--- src/rtl/clk_ratio_pkg.sv ---
// Shared types and constants for the clock ratio meter and its helpers.
package clk_ratio_pkg;

    // Measurement controller states.
    typedef enum logic [1:0] {
        ST_IDLE  = 2'd0,
        ST_ARM   = 2'd1,
        ST_COUNT = 2'd2
    } meter_state_t;

    // Number of flops in the metastability synchronizer.
    localparam int SYNC_DEPTH = 2;

    // Largest supported log2 of the averaging window.
    localparam int MAX_AVG_LOG2 = 4;

endpackage : clk_ratio_pkg

--- src/rtl/sync_edge_det.sv ---
// Two-flop synchronizer followed by a registered rising-edge detector.
// Produces a single-cycle pulse per rising edge of an asynchronous input;
// also suitable for conditioning a UART RX line.
module sync_edge_det
    import clk_ratio_pkg::*;
(
    input  logic i_clk,
    input  logic i_rst,
    input  logic i_d,
    output logic o_edge
);

    logic [SYNC_DEPTH-1:0] sync_q, sync_d;
    logic                  prev_q, prev_d;
    logic                  edge_q, edge_d;

    // Next-state: shift the input through the synchronizer and compare
    // the synchronized value against its previous sample.
    always_comb begin
        sync_d = {sync_q[SYNC_DEPTH-2:0], i_d};
        prev_d = sync_q[SYNC_DEPTH-1];
        edge_d = sync_q[SYNC_DEPTH-1] & ~prev_q;
    end

    // Synchronizer, history and edge pulse registers.
    always_ff @(posedge i_clk or posedge i_rst) begin
        if (i_rst) begin
            sync_q <= '0;
            prev_q <= 1'b0;
            edge_q <= 1'b0;
        end else begin
            sync_q <= sync_d;
            prev_q <= prev_d;
            edge_q <= edge_d;
        end
    end

    assign o_edge = edge_q;

endmodule : sync_edge_det

--- src/rtl/clk_ratio_meter.sv ---
// Measures the period of an asynchronous square wave in reference-clock
// cycles, averaged over 2^AVG_LOG2 periods. The result can be fed straight
// into a clock divider as its ratio. AVG_LOG2 is expected in 0..MAX_AVG_LOG2.
module clk_ratio_meter
    import clk_ratio_pkg::*;
#(
    parameter int WIDTH    = 8,
    parameter int AVG_LOG2 = 2
) (
    input  logic             i_ref_clk,
    input  logic             i_rst,
    input  logic             i_meas_en,
    input  logic             i_sig,
    output logic [WIDTH-1:0] o_ratio,
    output logic             o_valid,
    output logic             o_ovf,
    output logic             o_busy
);

    // The accumulator holds up to 2^AVG_LOG2 periods of at most 2^WIDTH-1
    // cycles each, so WIDTH+AVG_LOG2 bits never overflow.
    localparam int ACC_W  = WIDTH + AVG_LOG2;
    // Keep the period index at least one bit wide so AVG_LOG2=0 still builds.
    localparam int PIDX_W = (AVG_LOG2 > 0) ? AVG_LOG2 : 1;

    localparam logic [PIDX_W-1:0] PIDX_LAST = PIDX_W'((1 << AVG_LOG2) - 1);
    localparam logic [WIDTH-1:0]  PCNT_MAX  = '1;
    localparam logic [WIDTH-1:0]  PCNT_ONE  = WIDTH'(1);

    logic                sig_edge;

    meter_state_t        state_q, state_d;
    logic [WIDTH-1:0]    pcnt_q,  pcnt_d;
    logic [ACC_W-1:0]    acc_q,   acc_d;
    logic [PIDX_W-1:0]   pidx_q,  pidx_d;
    logic [WIDTH-1:0]    ratio_q, ratio_d;
    logic                valid_q, valid_d;
    logic                ovf_q,   ovf_d;

    logic [ACC_W-1:0]    acc_sum;
    logic [ACC_W-1:0]    acc_avg;

    sync_edge_det u_sync_edge_det (
        .i_clk  (i_ref_clk),
        .i_rst  (i_rst),
        .i_d    (i_sig),
        .o_edge (sig_edge)
    );

    // Sum including the period that is closing right now, and its
    // truncating average over the window.
    always_comb begin
        acc_sum = acc_q + ACC_W'(pcnt_q);
        acc_avg = acc_sum >> AVG_LOG2;
    end

    // Controller: next state, period counting, accumulation and result update.
    always_comb begin
        state_d = state_q;
        pcnt_d  = pcnt_q;
        acc_d   = acc_q;
        pidx_d  = pidx_q;
        ratio_d = ratio_q;
        valid_d = 1'b0;
        ovf_d   = ovf_q;

        unique case (state_q)
            ST_IDLE: begin
                pcnt_d = '0;
                acc_d  = '0;
                pidx_d = '0;
                if (i_meas_en) begin
                    state_d = ST_ARM;
                end
            end

            ST_ARM: begin
                if (!i_meas_en) begin
                    state_d = ST_IDLE;
                end else if (sig_edge) begin
                    pcnt_d  = PCNT_ONE;
                    acc_d   = '0;
                    pidx_d  = '0;
                    state_d = ST_COUNT;
                end
            end

            ST_COUNT: begin
                // Disable takes priority over a coincident edge.
                if (!i_meas_en) begin
                    state_d = ST_IDLE;
                end else if (sig_edge) begin
                    pcnt_d = PCNT_ONE;
                    if (pidx_q == PIDX_LAST) begin
                        ratio_d = acc_avg[WIDTH-1:0];
                        valid_d = 1'b1;
                        ovf_d   = 1'b0;
                        pidx_d  = '0;
                        acc_d   = '0;
                    end else begin
                        acc_d  = acc_sum;
                        pidx_d = pidx_q + PIDX_W'(1);
                    end
                end else if (pcnt_q == PCNT_MAX) begin
                    // Period too long to count: flag it, saturate the
                    // reported ratio and re-arm on the next edge.
                    ovf_d   = 1'b1;
                    ratio_d = '1;
                    pcnt_d  = '0;
                    acc_d   = '0;
                    pidx_d  = '0;
                    state_d = ST_ARM;
                end else begin
                    pcnt_d = pcnt_q + PCNT_ONE;
                end
            end

            default: begin
                state_d = ST_IDLE;
            end
        endcase
    end

    // Controller, counter and output registers.
    always_ff @(posedge i_ref_clk or posedge i_rst) begin
        if (i_rst) begin
            state_q <= ST_IDLE;
            pcnt_q  <= '0;
            acc_q   <= '0;
            pidx_q  <= '0;
            ratio_q <= '0;
            valid_q <= 1'b0;
            ovf_q   <= 1'b0;
        end else begin
            state_q <= state_d;
            pcnt_q  <= pcnt_d;
            acc_q   <= acc_d;
            pidx_q  <= pidx_d;
            ratio_q <= ratio_d;
            valid_q <= valid_d;
            ovf_q   <= ovf_d;
        end
    end

    assign o_ratio = ratio_q;
    assign o_valid = valid_q;
    assign o_ovf   = ovf_q;
    assign o_busy  = (state_q != ST_IDLE);

endmodule : clk_ratio_meter

--- config.mk ---
export PLATFORM = sky130hd
export DESIGN_NAME = clk_ratio_meter
export DESIGN_NICKNAME = d
export VERILOG_FILES = /design/src/rtl/clk_ratio_pkg.sv /design/src/rtl/sync_edge_det.sv /design/src/rtl/clk_ratio_meter.sv
export SDC_FILE = /design/constraint.sdc
export NUM_CORES = 1
export LEC_CHECK = 0
export ABC_AREA = 1
export CELL_PAD_IN_SITES_DETAIL_PLACEMENT = 1
export CELL_PAD_IN_SITES_GLOBAL_PLACEMENT = 2
export CORE_MARGIN = 5
export CORE_UTILIZATION = 37
export DETAILED_ROUTE_END_ITERATION = 8
export GPL_TIMING_DRIVEN = 0
export PLACE_DENSITY_LB_ADDON = 0.1
export SLEW_MARGIN = 20
export SYNTH_ARGS = -nofsm -noshare
export SYNTH_HDL_FRONTEND = slang
export SYNTH_SLANG_ARGS = --single-unit
--- constraint.sdc ---
create_clock -name i_ref_clk -period 3.3 [get_ports i_ref_clk]
set_input_delay 0.66 -clock i_ref_clk [delete_from_list [all_inputs] [get_ports i_ref_clk]]
set_output_delay 0.66 -clock i_ref_clk [all_outputs]
set_load 0.05 [all_outputs]
==> impl_metrics.prom, run 1 <==
# TYPE chip_impl_metric gauge
chip_impl_metric{name="detail_route.iter0.violations",unit=""} 42
chip_impl_metric{name="syn_inst",unit=""} 267
chip_impl_metric{name="finalSetupTns",unit="ns"} 0
chip_impl_metric{name="setup_violations",unit=""} 0
chip_impl_metric{name="via_count",unit=""} 1698
chip_impl_metric{name="synth_compound_area_share",unit="%"} 8.15
chip_impl_metric{name="clkSlewWorstSetupHoldPaths",unit="ns"} 0.07
chip_impl_metric{name="final.min_clock_period",unit="ns"} 2.51
chip_impl_metric{name="hpwlAfterDp",unit="um"} 3850
chip_impl_metric{name="hold_violations",unit=""} 0
chip_impl_metric{name="finClkSkew",unit="ns"} 0.0137
chip_impl_info{name="critPathSlowestCell",value="clkdlybuf4s50_1"} 1
chip_impl_metric{name="numPortBuffers",unit=""} 14
chip_impl_metric{name="drc",unit=""} 0
chip_impl_metric{name="postRouteAntennaNets",unit=""} 0
chip_impl_metric{name="cts_inserted_buffers",unit=""} 5
chip_impl_metric{name="asyncSetResetFlopFracSynth",unit="%"} 100
chip_impl_info{name="cts_root_buffer",value="clkbuf_8"} 1
chip_impl_metric{name="grt_pass1_wl",unit="um"} 8940
chip_impl_metric{name="crit_buf_inv",unit=""} 3
chip_impl_info{name="worst_path_most_repeated_cell",value="inv_1"} 1
chip_impl_metric{name="tightestPinTransition",unit="ns"} 0.531
chip_impl_metric{name="timing.critical_path.fanout_max",unit=""} 4
chip_impl_metric{name="leakage",unit="nW"} 1.25
chip_impl_info{name="grt_busiest_layer",value="met2"} 1
chip_impl_metric{name="powerDensity",unit="mW/mm2"} 537
chip_impl_metric{name="postPlaceCellArea",unit="mm2"} 0.00234
chip_impl_info{name="critical_path.endpoint_type",value="primary output"} 1
chip_impl_metric{name="core_region_area",unit="mm2"} 0.00551
chip_impl_metric{name="cts_max_path_buffers",unit=""} 2
chip_impl_metric{name="synth_net_count",unit=""} 286
chip_impl_metric{name="synth.cell_area",unit="mm2"} 0.00209
chip_impl_metric{name="h-tree-depth",unit=""} 2
chip_impl_info{name="r2r-start",value="pcnt_q[0]"} 1
chip_impl_metric{name="die_area",unit="mm2"} 0.00724
chip_impl_metric{name="maxCapViolCount",unit=""} 0
chip_impl_metric{name="number_of_optimization_iterations_in_the_first_detailed_route_pass",unit=""} 4
chip_impl_metric{name="required",unit="ns"} 2.64
chip_impl_metric{name="layout.cell_area.non_filler",unit="mm2"} 0.00243
chip_impl_metric{name="seq_area_frac_synth",unit="%"} 43.2
chip_impl_metric{name="synth_simple_gate_area_share",unit="%"} 29.9
chip_impl_metric{name="cts.repair.resized",unit=""} 0
chip_impl_info{name="crit_path_cell_trace",value="inv_1 > ha_1 > inv_1 > clkdlybuf4s50_1"} 1
chip_impl_metric{name="post_synth_num_cell_types",unit=""} 26
chip_impl_info{name="cpLargestDelayFamily",value="buffers and inverters"} 1
chip_impl_metric{name="critical_path_cell_count",unit=""} 4
chip_impl_metric{name="sequential_cell_area",unit="um2"} 901
chip_impl_metric{name="worst_case_headroom_to_the_max_slew_limit",unit="%"} 64.5
chip_impl_metric{name="vias_in_the_first_global_route",unit=""} 1910
chip_impl_metric{name="ir_drop",unit="mV"} 0.355
chip_impl_info{name="critical_path.endpoint",value="o_busy"} 1
chip_impl_metric{name="ys_ff_latch",unit=""} 36
chip_impl_metric{name="report.final.slew_viol_count",unit=""} 0
chip_impl_metric{name="post_cts_hold_buffer_count",unit=""} 0
chip_impl_metric{name="muxShareOfSynthArea",unit="%"} 0
chip_impl_info{name="min_path_type",value="flop to flop"} 1
chip_impl_metric{name="crit_path_max_incr_delay",unit="ns"} 0.79
chip_impl_metric{name="drive_gt1_share",unit="%"} 8.28
chip_impl_metric{name="wl",unit="um"} 4960
chip_impl_metric{name="fp-row-count",unit=""} 27
chip_impl_metric{name="initial_antenna_violation_count",unit=""} 0
chip_impl_metric{name="max_freq",unit="GHz"} 0.398
chip_impl_metric{name="grt.overflow.total",unit=""} 0
chip_impl_info{name="cts_tree",value="done"} 1
chip_impl_metric{name="min_period_over_period",unit="%"} 76.2
chip_impl_metric{name="io_pins",unit=""} 15
chip_impl_metric{name="worst_hold_slack",unit="ns"} 0.360
chip_impl_metric{name="post_synth_fa_ha_maj_area_fraction",unit="%"} 9.35
chip_impl_info{name="unrepaired_setup_endpoints_after_global_routing",value="false"} 1
chip_impl_info{name="crit_path_from",value="state_q[0]"} 1
chip_impl_metric{name="globalRouteTotalUtil",unit="%"} 15.6
chip_impl_metric{name="postSynthAreaPerCell",unit="um2"} 7.82
chip_impl_metric{name="routed_via_density",unit=""} 4.69
chip_impl_metric{name="die_height",unit="um"} 85.1
chip_impl_metric{name="yosys.area_share.xor_xnor",unit="%"} 1.68
chip_impl_metric{name="die_width",unit="um"} 85.1
chip_impl_info{name="reg2reg_to",value="o_ratio[4]"} 1
chip_impl_metric{name="hold_depth",unit=""} 0
chip_impl_metric{name="fillers",unit=""} 695
chip_impl_metric{name="synthesis.yosys.warnings",unit=""} 0
chip_impl_metric{name="clkLatencyLatePin",unit="ns"} 0.30
chip_impl_metric{name="place.gp.congestion",unit=""} 0.740
chip_impl_metric{name="insertedDiodeCount",unit=""} 0
chip_impl_metric{name="reg2reg_slack",unit="ns"} 1.37
chip_impl_metric{name="multiInputGateArea",unit="mm2"} 0.00102
chip_impl_metric{name="nets",unit=""} 308
chip_impl_info{name="setup.worst_path.class",value="flop to primary output"} 1
chip_impl_metric{name="grt_util_met3",unit="%"} 3.20
chip_impl_metric{name="cts.sinks",unit=""} 36
chip_impl_metric{name="worst-r2r-cell-count",unit=""} 10
chip_impl_metric{name="wl_per_cell",unit="um"} 13.7
chip_impl_metric{name="gr-usage-met1",unit="%"} 20.5
chip_impl_metric{name="worstPathArrival",unit="ns"} 1.85
chip_impl_metric{name="post_cts.repair.setup_buffers",unit=""} 0
chip_impl_metric{name="grt_start_max_net_pins",unit=""} 29
chip_impl_info{name="flip_flop_cell_with_the_highest_count_after_synthesis",value="dfrtp_1"} 1
chip_impl_metric{name="grt_util_met2",unit="%"} 26.0
chip_impl_info{name="synth_top_family_by_area",value="simple AND/OR/NAND/NOR gates"} 1
chip_impl_info{name="result_of_the_run",value="finished clean"} 1
chip_impl_metric{name="synth_edf_count",unit=""} 0
chip_impl_metric{name="layout-area-overhead-vs-synth",unit="%"} 16.4
chip_impl_metric{name="floorplan.initialDensity",unit="%"} 37.9
chip_impl_info{name="start_kind",value="flop"} 1
sequential cells by signal, summed over array words and instances, names as in the netlist:
name,flops
o_ovf,1
u_sync_edge_det.o_edge,1
u_sync_edge_det.prev_q,1
o_valid,1
state_q,2
pidx_q,2
acc_q,10
pcnt_q,8
o_ratio,8
u_sync_edge_det.sync_q,2
stage by stage:
step / utilization, % / instances / power (W) / worst slack [ns]
floorplan: - / 267 / 0.000858 / 1.64
global placement: 42.1 / 353 / 0.000989 / 0.936
detailed placement: 42.4 / 354 / 0.000998 / 0.914
CTS: 44.1 / 362 / 0.00134 / 0.750
global route: 44.1 / 362 / 0.00142 / 0.696
finish: 44.1 / 362 / 0.00130 / 0.787
power by group:
group	total (W)	switching [W]	internal, W
registers	0.000493	0.0000248	0.000469
logic	0.000483	0.000327	0.000155
clock network	0.000329	0.000179	0.000150
total	0.00130	0.000531	0.000774
cells in the mapped netlist (2+ instances only):
library cell / number / area [um2]
o21ai_2: 2 / 17.5
xnor2_1: 4 / 35.0
or2_1: 3 / 18.8
a21oi_1: 10 / 50.1
inv_1: 35 / 131
o21ai_1: 4 / 20.0
nand2_1: 86 / 323
ha_1: 14 / 175
dfrtp_1: 36 / 901
nand3_1: 23 / 115
nor2_1: 20 / 75.1
o21ai_0: 12 / 60.1
nand2_2: 3 / 18.8
inv_2: 3 / 11.3
cell families (layout without fill, tap and decap cells):
kind of cell | count (synthesis) | count (layout)
simple gates | 141 | 141
compound gates | 31 | 31
flops | 36 | 36
xor+xnor | 4 | 4
buf+inv | 40 | 63
fa+ha+maj | 15 | 15
worst reg2reg max path: cells and delay by family, from the launching register on:
kind | cells | cell delay (ns)
buf+inv | 1 | 0.06
flops | 1 | 0.43
compound gates | 1 | 0.11
fa+ha+maj | 2 | 0.69
simple gates | 6 | 0.54
layout by cell type (no fill, tap or decap), types with 2 or more instances in the layout:
| master | count |
|---|---|
| clkbuf_8 | 5 |
| clkdlybuf4s50_1 | 14 |
| inv_1 | 34 |
| clkinvlp_4 | 2 |
| nand3_1 | 23 |
| a21oi_1 | 10 |
| o21ai_1 | 4 |
| o21ai_2 | 2 |
| inv_2 | 4 |
| o21ai_0 | 12 |
| nand2_2 | 3 |
| clkinv_4 | 2 |
| dfrtp_1 | 36 |
| or2_1 | 3 |
| ha_1 | 14 |
| nand2_1 | 86 |
| xnor2_1 | 4 |
| nor2_1 | 20 |
layer usage:
layer / up-vias / routed length (um)
met5: - / 0
met4: 0 / 70
met3: 6 / 117
met2: 15 / 2330
met1: 792 / 2450
li1: 885 / -
how the worst min path moves through the flow:
stage	startpoint	to	slack [ns]
6_report	u_sync_edge_det.sync_q[0]	u_sync_edge_det.sync_q[1]	0.36
2_1_floorplan	u_sync_edge_det.sync_q[0]	u_sync_edge_det.sync_q[1]	0.33
3_3_place_gp	u_sync_edge_det.sync_q[0]	u_sync_edge_det.sync_q[1]	0.34
4_1_cts	u_sync_edge_det.sync_q[0]	u_sync_edge_det.sync_q[1]	0.36
3_5_place_dp	u_sync_edge_det.sync_q[0]	u_sync_edge_det.sync_q[1]	0.35
5_1_grt	u_sync_edge_det.sync_q[0]	u_sync_edge_det.sync_q[1]	0.37
cell type report:
type	count	share of cell area, %
plain buffers	1	0.463
well taps	72	3.71
multi-input cells	191	42.1
inverters	39	6.23
clock buffers	5	2.83
flip-flops and latches	36	37.1
clock inverters	3	0.978
repair buffers	15	6.59
Note: power is estimated with default switching activity, not from simulation.
==> run 2, diff against run 1 <==
--- a/config.mk
+++ b/config.mk
@@ -9,7 +9,7 @@
 export CELL_PAD_IN_SITES_DETAIL_PLACEMENT = 1
 export CELL_PAD_IN_SITES_GLOBAL_PLACEMENT = 2
 export CORE_MARGIN = 5
-export CORE_UTILIZATION = 37
+export CORE_UTILIZATION = 31
 export DETAILED_ROUTE_END_ITERATION = 8
 export GPL_TIMING_DRIVEN = 0
 export PLACE_DENSITY_LB_ADDON = 0.1
==> constraint.sdc (replaced) <==
create_clock -name i_ref_clk -period 2.1 [get_ports i_ref_clk]
set_input_delay 0.42 -clock i_ref_clk [delete_from_list [all_inputs] [get_ports i_ref_clk]]
set_output_delay 0.42 -clock i_ref_clk [all_outputs]
set_load 0.05 [all_outputs]
==> impl_metrics.prom, run 2 (synthesis results as in run 1) <==
# TYPE chip_impl_metric gauge
chip_impl_metric{name="finClkSkew",unit="ns"} 0.0134
chip_impl_metric{name="h-tree-depth",unit=""} 2
chip_impl_metric{name="postRouteAntennaNets",unit=""} 0
chip_impl_metric{name="clkPwrFrac",unit="%"} 25.4
chip_impl_info{name="setup.worst_path.class",value="flop to primary output"} 1
chip_impl_metric{name="grt.overflow.total",unit=""} 0
chip_impl_metric{name="setup_violations",unit=""} 0
chip_impl_metric{name="worst_case_headroom_to_the_max_slew_limit",unit="%"} 66.2
chip_impl_metric{name="die_width",unit="um"} 92.1
chip_impl_metric{name="largest_register_ffs",unit=""} 10
chip_impl_info{name="critical_path.endpoint_type",value="primary output"} 1
chip_impl_metric{name="seqPwrFrac",unit="%"} 37.9
chip_impl_metric{name="cts.sinks",unit=""} 36
chip_impl_metric{name="initial_antenna_violation_count",unit=""} 0
chip_impl_info{name="largest_register",value="acc_q"} 1
chip_impl_metric{name="leakage",unit="nW"} 1.27
chip_impl_metric{name="final.min_clock_period",unit="ns"} 1.99
chip_impl_metric{name="timing.critical_path.fanout_max",unit=""} 4
chip_impl_metric{name="required",unit="ns"} 1.68
chip_impl_metric{name="fp-row-count",unit=""} 30
chip_impl_metric{name="hpwlAfterDp",unit="um"} 4040
chip_impl_metric{name="worst_hold_slack",unit="ns"} 0.358
chip_impl_metric{name="die_area",unit="mm2"} 0.00847
chip_impl_info{name="result_of_the_run",value="finished clean"} 1
chip_impl_metric{name="cts_max_path_buffers",unit=""} 2
chip_impl_metric{name="placement.setup.worst_slack",unit="ns"} -0.0511
chip_impl_metric{name="powerDensity",unit="mW/mm2"} 832
chip_impl_metric{name="clkSlewWorstSetupHoldPaths",unit="ns"} 0.06
chip_impl_info{name="layout_commonest_cell",value="nand2_1"} 1
chip_impl_metric{name="intPower",unit="W"} 0.00124
chip_impl_metric{name="via_count",unit=""} 1712
chip_impl_metric{name="hold_violations",unit=""} 0
chip_impl_info{name="unrepaired_setup_endpoints_after_global_routing",value="false"} 1
chip_impl_metric{name="grt_pass1_wl",unit="um"} 8920
chip_impl_metric{name="drive_gt1_share",unit="%"} 8.87
chip_impl_metric{name="tightestPinTransition",unit="ns"} 0.505
chip_impl_metric{name="wl",unit="um"} 5180
chip_impl_metric{name="number_of_optimization_iterations_in_the_first_detailed_route_pass",unit=""} 4
chip_impl_info{name="min_path_type",value="flop to flop"} 1
chip_impl_metric{name="ir_drop",unit="mV"} 0.433
chip_impl_metric{name="worstPathArrival",unit="ns"} 1.57
chip_impl_metric{name="power.switching_fraction",unit="%"} 39.5
chip_impl_metric{name="routed_via_density",unit=""} 4.59
chip_impl_metric{name="insertedDiodeCount",unit=""} 0
chip_impl_metric{name="core_region_area",unit="mm2"} 0.00668
chip_impl_metric{name="wl_per_cell",unit="um"} 13.9
chip_impl_info{name="start_kind",value="flop"} 1
chip_impl_metric{name="fillers",unit=""} 832
chip_impl_metric{name="floorplan.initialDensity",unit="%"} 31.2
chip_impl_metric{name="globalRouteTotalUtil",unit="%"} 13.3
chip_impl_metric{name="sequential_cell_area",unit="um2"} 901
chip_impl_metric{name="die_height",unit="um"} 92.1
chip_impl_metric{name="vias_in_the_first_global_route",unit=""} 1792
chip_impl_metric{name="io_pins",unit=""} 15
chip_impl_metric{name="report.final.slew_viol_count",unit=""} 0
chip_impl_metric{name="max_freq",unit="GHz"} 0.503
chip_impl_metric{name="place.gp.congestion",unit=""} 0.816
chip_impl_info{name="final_cell_mix",value="nand2_1 (86), dfrtp_1 (36), inv_1 (34)"} 1
chip_impl_metric{name="numPortBuffers",unit=""} 14
chip_impl_metric{name="finalSetupTns",unit="ns"} 0
chip_impl_metric{name="clkLatencyLatePin",unit="ns"} 0.29
chip_impl_info{name="cts_root_buffer",value="clkbuf_8"} 1
chip_impl_metric{name="layout-area-overhead-vs-synth",unit="%"} 17.9
chip_impl_metric{name="comb_power_share",unit="%"} 36.6
chip_impl_info{name="cts_tree",value="done"} 1
chip_impl_metric{name="setup_slack",unit="ns"} 0.112
chip_impl_metric{name="detail_route.iter0.violations",unit=""} 34
chip_impl_metric{name="min_period_over_period",unit="%"} 94.7
chip_impl_metric{name="multiInputGateArea",unit="mm2"} 0.00103
chip_impl_metric{name="cts_inserted_buffers",unit=""} 5
chip_impl_metric{name="switchingPower",unit="W"} 0.000808
chip_impl_metric{name="grt_start_max_net_pins",unit=""} 27
chip_impl_metric{name="drc",unit=""} 0
chip_impl_metric{name="maxCapViolCount",unit=""} 0
chip_impl_metric{name="nets",unit=""} 311
==> run 2: routing by layer <==
metal	up-vias	GRT usage [%]	wire, um
met1	804	18.4	2630
li1	889	-	-
met2	15	21.5	2420
met3	4	2.71	100
met5	-	0	0
met4	0	2.97	28
==> run 2: stage by stage <==
stage | instance area (um2) | power (W) | std cells | util (%)
2_1_floorplan | 2090 | 0.00135 | 267 | -
3_3_place_gp | 2330 | 0.00156 | 361 | 34.8
3_5_place_dp | 2350 | 0.00157 | 362 | 35.1
4_1_cts | 2440 | 0.00211 | 370 | 36.5
5_1_grt | 2460 | 0.00222 | 373 | 36.8
6_report | 2460 | 0.00205 | 373 | 36.8
==> run 2: worst paths after layout <==
path                                             endpoint                       from  slack, ns  cells after the start
max in group asynchronous                        acc_q[2]                      i_rst       1.26                      3
worst min-delay path            u_sync_edge_det.sync_q[1]  u_sync_edge_det.sync_q[0]       0.36                      0
worst min register to register  u_sync_edge_det.sync_q[1]  u_sync_edge_det.sync_q[0]       0.36                      0
worst max register to register                 o_ratio[4]                  pcnt_q[0]       0.21                     10
worst max-delay path                               o_busy                 state_q[0]       0.11                      4
min in group asynchronous                      o_ratio[6]                      i_rst       0.39                      2
==> run 2: layout make-up <==
cell class              instances  share of cell area, %
clock buffers                   8                   3.66
multi-input cells             191                   41.7
repair buffers                 18                   7.37
well taps                      80                   4.07
inverters                      39                   6.15
flip-flops and latches         36                   36.6
plain buffers                   1                  0.458
==> run 2: what timing repair did <==
action                                  4_1_cts  5_1_grt
endpoints found under the setup margin        1        3
hold buffers                                  0        0
endpoints found under the hold margin         0        0
pin swaps                                     0        1
resized for setup                             1        1
setup buffers                                 0        3
==> run 2: power by group through the flow <==
| stage | sequential (W) | combinational [W] | clock (W) |
|---|---|---|---|
| 6_report | 0.000776 | 0.000750 | 0.000521 |
| 5_1_grt | 0.000786 | 0.000847 | 0.000588 |
| 4_1_cts | 0.000778 | 0.000770 | 0.000557 |
| 3_5_place_dp | 0.000791 | 0.000775 | 0 |
| 3_3_place_gp | 0.000790 | 0.000772 | 0 |
| 2_1_floorplan | 0.000808 | 0.000539 | 0 |
==> run 2: critical path, cell delays in order (launching register included) <==
cell and delay, ns:
dfrtp_1 0.40, inv_1 0.08, ha_1 0.23, inv_1 0.06
dlygate4sd2_1 0.52
==> run 3, diff against run 2 <==
--- a/config.mk
+++ b/config.mk
@@ -5,14 +5,14 @@
 export SDC_FILE = /design/constraint.sdc
 export NUM_CORES = 1
 export LEC_CHECK = 0
-export ABC_AREA = 1
 export CELL_PAD_IN_SITES_DETAIL_PLACEMENT = 1
 export CELL_PAD_IN_SITES_GLOBAL_PLACEMENT = 2
 export CORE_MARGIN = 5
-export CORE_UTILIZATION = 31
+export CORE_UTILIZATION = 34
 export DETAILED_ROUTE_END_ITERATION = 8
 export GPL_TIMING_DRIVEN = 0
 export PLACE_DENSITY_LB_ADDON = 0.1
+export REMOVE_ABC_BUFFERS = 1
 export SLEW_MARGIN = 20
 export SYNTH_ARGS = -nofsm -noshare
 export SYNTH_HDL_FRONTEND = slang
==> impl_metrics.prom, run 3 <==
# TYPE chip_impl_metric gauge
chip_impl_metric{name="synth_top_area_share",unit="%"} 41.2
chip_impl_metric{name="max_freq",unit="GHz"} 0.483
chip_impl_metric{name="place.gp.congestion",unit=""} 0.752
chip_impl_metric{name="worstPathArrival",unit="ns"} 2.29
chip_impl_info{name="flip_flop_cell_with_the_highest_count_after_synthesis",value="dfrtp_1"} 1
chip_impl_metric{name="cts_inserted_buffers",unit=""} 5
chip_impl_metric{name="die_area",unit="mm2"} 0.00814
chip_impl_info{name="critPathSlowestCell",value="or4_1"} 1
chip_impl_metric{name="ir_drop",unit="mV"} 0.352
chip_impl_metric{name="grt_start_max_net_pins",unit=""} 23
chip_impl_metric{name="worst_case_headroom_to_the_max_slew_limit",unit="%"} 66.6
chip_impl_info{name="crit_path_cell_trace",value="ha_2 > nand2b_1 > or3_4 > or4_1 > mux2i_1"} 1
chip_impl_metric{name="maxCapViolCount",unit=""} 0
chip_impl_metric{name="ys_ff_latch",unit=""} 36
chip_impl_metric{name="synthesis.yosys.warnings",unit=""} 0
chip_impl_metric{name="largest_register_ffs",unit=""} 10
chip_impl_metric{name="sequential_cell_area",unit="um2"} 905
chip_impl_metric{name="powerDensity",unit="mW/mm2"} 695
chip_impl_metric{name="nets",unit=""} 249
chip_impl_info{name="unrepaired_setup_endpoints_after_global_routing",value="true"} 1
chip_impl_metric{name="synth_edf_count",unit=""} 0
chip_impl_info{name="yosysMostFrequentCell",value="dfrtp_1"} 1
chip_impl_metric{name="drc",unit=""} 0
chip_impl_metric{name="final.min_clock_period",unit="ns"} 2.07
chip_impl_metric{name="post_synth_fa_ha_maj_area_fraction",unit="%"} 8.92
chip_impl_metric{name="muxShareOfSynthArea",unit="%"} 1.49
chip_impl_metric{name="die_height",unit="um"} 90.2
chip_impl_metric{name="post_synth_num_cell_types",unit=""} 51
chip_impl_info{name="cts_root_buffer",value="clkbuf_8"} 1
chip_impl_metric{name="wl",unit="um"} 5910
chip_impl_metric{name="cts.sinks",unit=""} 36
chip_impl_metric{name="postRouteAntennaNets",unit=""} 0
chip_impl_metric{name="numPortBuffers",unit=""} 14
chip_impl_metric{name="via_count",unit=""} 1808
chip_impl_metric{name="asyncSetResetFlopFracSynth",unit="%"} 100
chip_impl_metric{name="number_of_optimization_iterations_in_the_first_detailed_route_pass",unit=""} 4
chip_impl_metric{name="core_region_area",unit="mm2"} 0.00631
chip_impl_metric{name="vias_in_the_first_global_route",unit=""} 1965
chip_impl_metric{name="routed_via_density",unit=""} 5.87
chip_impl_metric{name="io_pins",unit=""} 15
chip_impl_metric{name="floorplan.initialDensity",unit="%"} 34.6
chip_impl_metric{name="yosys.area_share.xor_xnor",unit="%"} 1.60
chip_impl_metric{name="clkLatencyLatePin",unit="ns"} 0.29
chip_impl_metric{name="min_period_over_period",unit="%"} 98.5
chip_impl_metric{name="initial_antenna_violation_count",unit=""} 0
chip_impl_metric{name="required",unit="ns"} 2.32
chip_impl_metric{name="comb_power_share",unit="%"} 29.3
chip_impl_info{name="final_cell_mix",value="dfrtp_1 (33), nand2_1 (14), clkdlybuf4s50_1 (12)"} 1
chip_impl_metric{name="grt.overflow.total",unit=""} 0
chip_impl_metric{name="switchingPower",unit="W"} 0.000608
chip_impl_metric{name="synth_simple_gate_area_share",unit="%"} 15.7
chip_impl_metric{name="seqPwrFrac",unit="%"} 41.9
chip_impl_info{name="yosys-top-cells-count",value="dfrtp_1 (36), ha_1 (14), nand2_1 (14), a21oi_1 (11), inv_1 (11)"} 1
chip_impl_metric{name="multiInputGateArea",unit="mm2"} 0.00126
chip_impl_metric{name="insertedDiodeCount",unit=""} 0
chip_impl_metric{name="cts_max_path_buffers",unit=""} 2
chip_impl_metric{name="hpwlAfterDp",unit="um"} 4280
chip_impl_metric{name="tightestPinTransition",unit="ns"} 0.500
chip_impl_info{name="layout_commonest_cell",value="dfrtp_1"} 1
chip_impl_metric{name="intPower",unit="W"} 0.00118
chip_impl_info{name="synth_top_area_cell",value="dfrtp_1"} 1
chip_impl_metric{name="setup_violations",unit=""} 0
chip_impl_metric{name="drive_gt1_share",unit="%"} 15.2
chip_impl_info{name="cts_tree",value="done"} 1
chip_impl_metric{name="die_width",unit="um"} 90.2
chip_impl_info{name="result_of_the_run",value="finished clean"} 1
chip_impl_metric{name="finClkSkew",unit="ns"} 0.00857
chip_impl_metric{name="clkSlewWorstSetupHoldPaths",unit="ns"} 0.08
chip_impl_metric{name="fillers",unit=""} 728
chip_impl_metric{name="layout-area-overhead-vs-synth",unit="%"} 17.8
chip_impl_metric{name="timing.critical_path.fanout_max",unit=""} 16
chip_impl_info{name="synth.area.top_cells",value="dfrtp_1 (41%), ha_1 (8.0%), a22o_1 (2.8%), o31ai_1 (2.7%), a21oi_1 (2.5%)"} 1
chip_impl_metric{name="postSynthAreaPerCell",unit="um2"} 10.1
chip_impl_metric{name="placedCellCount",unit=""} 297
chip_impl_metric{name="clkPwrFrac",unit="%"} 28.9
chip_impl_metric{name="leakage",unit="nW"} 1.20
chip_impl_metric{name="detail_route.iter0.violations",unit=""} 88
chip_impl_metric{name="fp-row-count",unit=""} 29
chip_impl_metric{name="synth_compound_area_share",unit="%"} 26.3
chip_impl_metric{name="wl_per_cell",unit="um"} 19.2
chip_impl_metric{name="hold_violations",unit=""} 0
chip_impl_metric{name="globalRouteTotalUtil",unit="%"} 15.0
chip_impl_metric{name="post_cts_hold_buffer_count",unit=""} 0
chip_impl_metric{name="report.final.slew_viol_count",unit=""} 0
chip_impl_metric{name="final_cells",unit=""} 308
chip_impl_info{name="setup.worst_path.class",value="flop to flop"} 1
chip_impl_info{name="start_kind",value="flop"} 1
chip_impl_metric{name="seq_area_frac_synth",unit="%"} 41.2
chip_impl_info{name="largest_register",value="acc_q"} 1
chip_impl_info{name="min_path_type",value="flop to flop"} 1
chip_impl_metric{name="crit_path_max_incr_delay",unit="ns"} 0.48
chip_impl_metric{name="final_core_util",unit="%"} 40.8
chip_impl_metric{name="power.switching_fraction",unit="%"} 34.0
chip_impl_metric{name="syn_inst",unit=""} 216
chip_impl_info{name="synth_top_family_by_area",value="compound AO/OA/AOI/OAI gates"} 1
chip_impl_metric{name="synth.cell_area",unit="mm2"} 0.00219
chip_impl_metric{name="h-tree-depth",unit=""} 2
chip_impl_info{name="critical_path.endpoint_type",value="flop"} 1
chip_impl_metric{name="grt_pass1_wl",unit="um"} 10000
run 3: cell types whose count changed after synthesis, sizes merged, moves of 6 or more:
cell / change
buf: +6
a211oi: +6
o31ai: +8
inv: -27
nand3: -17
a22o: +7
nor2: -16
o21ai: -9
nand2: -75
run 3: logic make-up (layout without fill, tap and decap cells):
kind of cell,after synthesis,after routing
and+or+nand+nor,59,60
muxes,3,3
buffers and inverters,22,36
adders and majority gates,15,15
xor gates and xnor gates,4,4
AOI/OAI and AO/OA,77,77
DFF,36,36
run 3: power by group through the flow:
stage	registers [W]	logic [W]	clock network (W)
3_3_place_gp	0.000757	0.000430	0
6_report	0.000749	0.000524	0.000517
2_1_floorplan	0.000754	0.000310	0
3_5_place_dp	0.000762	0.000454	0
4_1_cts	0.000752	0.000483	0.000543
5_1_grt	0.000753	0.000578	0.000565
run 3: final cells by class:
cell class	count	share of cell area [%]
Multi-Input combinational cell	159	49.1
Clock buffer	8	3.50
Timing Repair Buffer	17	6.99
Tap cell	77	3.74
Sequential cell	36	35.1
Inverter	11	1.60
run 3: worst max-delay path: cells and delay by family, from the launching register on:
family | cells | cell delay [ns]
and+or+nand+nor | 3 | 1.14
DFF | 1 | 0.44
adders and majority gates | 1 | 0.30
muxes | 1 | 0.13
run 3: final timing paths:
check                                          startpoint                         to  slack (ns)  cells past startpoint
max in group asynchronous                           i_rst                 state_q[1]        1.24                      3
worst min-delay path            u_sync_edge_det.sync_q[0]  u_sync_edge_det.sync_q[1]        0.36                      0
worst min register to register  u_sync_edge_det.sync_q[0]  u_sync_edge_det.sync_q[1]        0.36                      0
worst max register to register                 state_q[1]                  pcnt_q[7]        0.03                      5
worst max-delay path                           state_q[1]                  pcnt_q[7]        0.03                      5
min in group asynchronous                           i_rst                   acc_q[9]        0.41                      2
run 3: repair_timing:
action                                 4_1_cts  5_1_grt
setup endpoints to repair                   25       12
gates resized for setup                     12        9
pin swaps                                    2        1
setup buffers                                1        1
gates cloned                                 0        1
endpoints found under the hold margin        0        0
run 3: metal layers:
metal / track usage [%] / vias to the layer above / wire length, um
met5: 0 / - / 0
met4: 4.71 / 0 / 77
met3: 3.01 / 6 / 171
met2: 24.9 / 16 / 2880
met1: 19.5 / 933 / 2780
li1: - / 853 / -
run 3: stage by stage:
step	power [W]	setup TNS (ns)	setup WS, ns	hold slack, ns	instance area, um2
floorplan	0.00106	0	0.0349	0.331	2120
global placement	0.00119	-10.48	-0.561	0.347	2360
detailed placement	0.00122	-11.16	-0.602	0.338	2390
CTS	0.00178	0	0.00706	0.363	2530
global route	0.00190	-0.0455	-0.0320	0.368	2580
finish	0.00179	0	0.0311	0.361	2580
==> variant 1, RTL diff (settings of run 1) <==
The output `o_valid` loses its register stage (`valid_q` becomes a continuous assignment).
--- a/src/rtl/clk_ratio_meter.sv
+++ b/src/rtl/clk_ratio_meter.sv
@@ -131,3 +131,2 @@
             ratio_q <= '0;
-            valid_q <= 1'b0;
             ovf_q   <= 1'b0;
@@ -139,3 +138,2 @@
             ratio_q <= ratio_d;
-            valid_q <= valid_d;
             ovf_q   <= ovf_d;
@@ -143,2 +141,4 @@
     end
+
+    assign valid_q = valid_d;
 
Function: no difference found for any inputs over 10 cycles, from zero or initial values and one cycle with i_rst high; that may be too few to reach the edited logic, so the function may still have changed.
==> variant 1 against run 1 <==
  * Sequential cell count is 1 lower
  * Core utilization decreased by 0.14 points
  * Final area shrank 0.93%
  * Total power shrank 3.7%
  * Clock skew is 0.010 ns lower
  * Setup slack lost 0.52 ns
  * Wire length fell by 0.66%
  * Sequential power shrank 2%
  * Synthesized area fell by 0.60%
  * Die area shrank 0.53%
==> variant 1: results (changes against run 1) <==
[logic_synthesis]
synth_cell_type_count = 28  ; +7.7%
yosysSeqAreaShare_pct = 42.2  ; -0.95 points
synth_xor_area_share_pct = 1.69  ; +0.010 points
ys_top_cells_by_area = dfrtp_1 (42%), nand2_1 (15%), ha_1 (8.4%), inv_1 (6.3%), nand3_1 (5.8%)
yosysWarnings = 0  ; unchanged
synthFlopType = dfrtp_1
synthAdderAreaFrac_pct = 9.41  ; +0.056 points
ys_top_cells_by_count = nand2_1 (85), dfrtp_1 (35), inv_1 (35)
synth_compound_area_share_pct = 8.08  ; -0.071 points

[clock_network]
clk_transition_reported_paths_ns = 0.07  ; about the same
cts_resized = 1  ; +1
cts-root-buf = clkbuf_8
cts_sinks = 35  ; -2.8%
insertion_delay_ns = 0.29

[routing]
wl_met1_um = 2400  ; -1.8%
wl_met3_um = 155  ; +32%
routed_wl_um = 4930  ; -0.66%
wl_met2_um = 2310  ; -0.82%
dr.first_iter.drc_count = 49  ; +17%
avgViaCountPerCell = 4.76  ; +1.5%

[finish]
n_fill_cell = 710  ; +2.2%
largest_reg_flops = 10  ; unchanged
clkbuf_count = 5  ; unchanged
clock_area_share_pct = 3.17  ; -0.64 points
multi_input_area_share_pct = 43.0  ; +0.91 points
buffer_area_share_pct = 7.38  ; +0.33 points
drive_gt1_share_pct = 7.64  ; -0.64 points
seq_area_um2 = 876  ; -2.8%
multi_input_cells = 192  ; +0.52%

[global_routing]
grt_max_degree = 23  ; -21%
track_usage_pct = 15.5  ; -0.17 points
grt_pass1_wl_um = 8870  ; -0.77%
met2_usage_pct = 25.7  ; -0.29 points
grt_pass1_vias = 1907  ; -0.16%
use_met3_pct = 3.40  ; +0.19 points
met1_usage_pct = 20.1  ; -0.40 points

[outcome]
status = complete, no violations

[place]
pre_cts_slack_ns = -0.0754  ; -0.990 ns
place.gp.congestion = 0.810  ; +9.5%
dp_hpwl_um = 3860  ; +0.29%

[critical_path]
worstPathMaxFanout = 10  ; +6
cp-startpoint = i_meas_en
worstPathArrival_ns = 2.38  ; +0.53 ns
reg2reg_from = pcnt_q[0]$_DFFE_PP0P_

[power]
peakVddDrop_mv = 0.427  ; +20%
p_leak_nw = 1.25  ; -0.66%
swShare_pct = 40.0  ; -0.72 points

[sta]
timing.slew.headroom_pct = 65.0  ; +0.55 points
fmax_ghz = 0.329  ; -17%
finalClockSkew_ns = 0.00357  ; -0.0101 ns

[hold_path]
min_from = u_sync_edge_det.sync_q[0]$_DFF_PP0_

==> variant 1: power groups by stage <==
stage | combinational (mW) | clock, mW | sequential, mW
3_5_place_dp | 0.491 | 0 | 0.491
6_report | 0.481 | 0.293 | 0.482
3_3_place_gp | 0.484 | 0 | 0.491
4_1_cts | 0.494 | 0.308 | 0.482
2_1_floorplan | 0.343 | 0 | 0.502
5_1_grt | 0.543 | 0.327 | 0.488
==> variant 1: cells by family after synthesis <==
| kind of cell | after synthesis |
|---|---|
| XOR/XNOR | 4 |
| AND/OR/NAND/NOR | 143 |
| AO/OA/AOI/OAI | 30 |
| buffers and inverters | 40 |
| flip-flops | 35 |
| adder cells (fa/ha/maj) | 15 |
==> variant 1: final timing paths <==
| path | to | slack [ns] | depth (start not counted) |
|---|---|---|---|
| worst max-delay path | o_valid | 0.26 | 4 |
| worst min register to register | u_sync_edge_det.sync_q[1]$_DFF_PP0_ | 0.36 | 0 |
| min in group asynchronous | o_ratio[3]$_DFFE_PP0P_ | 0.65 | 2 |
| worst max register to register | o_ratio[2]$_DFFE_PP0P_ | 1.33 | 7 |
| max in group asynchronous | acc_q[6]$_DFFE_PP0P_ | 2.23 | 3 |
| worst min-delay path | u_sync_edge_det.sync_q[1]$_DFF_PP0_ | 0.36 | 0 |
==> variant 1: per-stage QoR <==
stage               utilization [%]  cell area [um2]  hold WS [ns]  power [mW]  std cells
detailed placement             42.6             2330         0.337       0.982        354
CTS                            44.0             2410         0.373        1.28        360
global placement               42.1             2300         0.347       0.975        353
global route                   44.0             2410         0.392        1.36        360
floorplan                         -             2070         0.331       0.845        267
finish                         44.0             2410         0.364        1.26        360
==> variant 1: worst max-delay path, stage by stage <==
cell,delay (ns)
clkdlybuf4s50_1,0.50
inv_1,0.13
nor3_4,0.48
dlygate4sd2_1,0.60
==> variant 2, RTL diff (flow settings as in run 1) <==
Without the edit above. `SYNC_DEPTH`: 2 -> 4.
--- a/src/rtl/clk_ratio_pkg.sv
+++ b/src/rtl/clk_ratio_pkg.sv
@@ -11,3 +11,3 @@
     // Number of flops in the metastability synchronizer.
-    localparam int SYNC_DEPTH = 2;
+    localparam int SYNC_DEPTH = 4;
 
Formal check against the unedited RTL: same outputs for any inputs over 10 cycles, from zero or initial values and one cycle with i_rst high; that may be too few to reach the edited logic, so the function may still have changed.
==> variant 2 against run 1 <==
  * Sequential cell count grew 2
  * Wire length grew 3.9%
  * Synthesized area grew 6.0%
  * Sequential share of layout area shrank 0.62 points
  * Total power grew 17%
  * Synthesized cell count grew 2.2%
  * Setup slack lost 0.0087 ns
  * Final area grew 7.4%
  * Count of clock-buffer cells in the layout grew 1
  * Critical path type unchanged
==> variant 2: results (changes against run 1) <==
[clock_network]
insertion_delay_ns = 0.29

[place]
place.gp.congestion = 0.746  ; +0.81%
dp_hpwl_um = 4040  ; +5.1%
dpl_cell_area_um2 = 2470  ; +5.5%
pre_cts_slack_ns = 1.08  ; +0.166 ns

[finish]
finalNetCount = 314  ; +1.9%
drive_gt1_share_pct = 12.5  ; +4.2 points
finish.instance_area_um2 = 2610  ; +7.4%
n_fill_cell = 728  ; +4.7%

[logic_synthesis]
yosysSeqAreaShare_pct = 43.0  ; -0.18 points
synth_cell_type_count = 32  ; +23%
synth_fp_nets = 292  ; +2.1%
ys_top_cells_by_area = dfrtp_1 (43%), nand2_1 (13%), ha_1 (7.9%), nand3_1 (4.8%), inv_1 (4.6%)
ys_top_cells_by_count = nand2_1 (79), dfrtp_1 (38), inv_1 (27)
synthFlopType = dfrtp_1

[power]
p_int_uw = 987  ; +28%
peakVddDrop_mv = 0.510  ; +44%
p_leak_nw = 1.30  ; +3.8%

[global_routing]
grt_pass1_wl_um = 9420  ; +5.3%
grt_pass1_vias = 1958  ; +2.5%
grt_max_degree = 24  ; -17%
track_usage_pct = 15.9  ; +0.23 points

[routing]
vias = 1799  ; +5.9%
dr.first_iter.drc_count = 41  ; -2.4%
wl_per_cell_um = 13.9  ; +1.4%

[sta]
timing.slew.headroom_pct = 65.7  ; +1.2 points

[outcome]
status = complete, no violations

variant 2: worst max-delay path: stages, from the launching register on:
cell             delay, ns
dfrtp_1               0.40
inv_1                 0.08
ha_1                  0.25
inv_1                 0.07
clkdlybuf4s50_1       0.79
variant 2: power by group through the flow:
stage	Sequential, mW	Combinational [mW]	Clock, mW
after floorplan	0.543	0.364	0
after global placement	0.529	0.511	0
after detailed placement	0.529	0.523	0
after CTS	0.520	0.526	0.512
after global routing	0.526	0.576	0.533
final	0.519	0.514	0.495
variant 2: worst paths after layout:
| check | endpoint | slack [ns] | startpoint | cells after the start |
|---|---|---|---|---|
| min reg2reg | u_sync_edge_det.sync_q[3]$_DFF_PP0_ | 0.36 | u_sync_edge_det.sync_q[2]$_DFF_PP0_ | 0 |
| max in group asynchronous | pidx_q[0]$_DFFE_PP0P_ | 2.19 | i_rst | 3 |
| max reg2reg | o_ratio[2]$_DFFE_PP0P_ | 1.38 | pcnt_q[0]$_DFFE_PP0P_ | 8 |
| max | o_busy | 0.78 | state_q[0]$_DFFE_PP0P_ | 4 |
| min in group asynchronous | o_ratio[0]$_DFFE_PP0P_ | 0.66 | i_rst | 2 |
| min | u_sync_edge_det.sync_q[3]$_DFF_PP0_ | 0.36 | u_sync_edge_det.sync_q[2]$_DFF_PP0_ | 0 |
variant 2: cell families after synthesis:
group           Yosys count  synth area share (%)
compound gates           38                  9.90
xor+xnor                  4                  1.58
fa+ha+maj                15                  8.82
buf+inv                  41                  8.09
flops                    38                  43.0
simple gates            137                  28.6
variant 2: layer usage:
layer	vias to the layer above	global-route usage, %	part of all wire (%)
met2	15	25.8	46
met3	4	2.93	1.9
met5	-	0	0
li1	917	-	-
met1	863	21.5	51
met4	0	4.60	1.1
variant 2: layout make-up:
type,count,share of cell area (%)
clock buffers,6,3.17
flip-flops and latches,38,36.5
plain buffers,3,1.15
inverters,38,5.71
repair buffers,15,6.14
multi-input cells,194,41.5
well taps,75,3.60
clock inverters,2,2.30
variant 2: per-stage QoR:
| step | hold slack (ns) | cells |
|---|---|---|
| after detailed placement | 0.337 | 363 |
| after global placement | 0.340 | 362 |
| after global routing | 0.367 | 371 |
| after CTS | 0.365 | 371 |
| after floorplan | 0.331 | 273 |
| final | 0.359 | 371 |
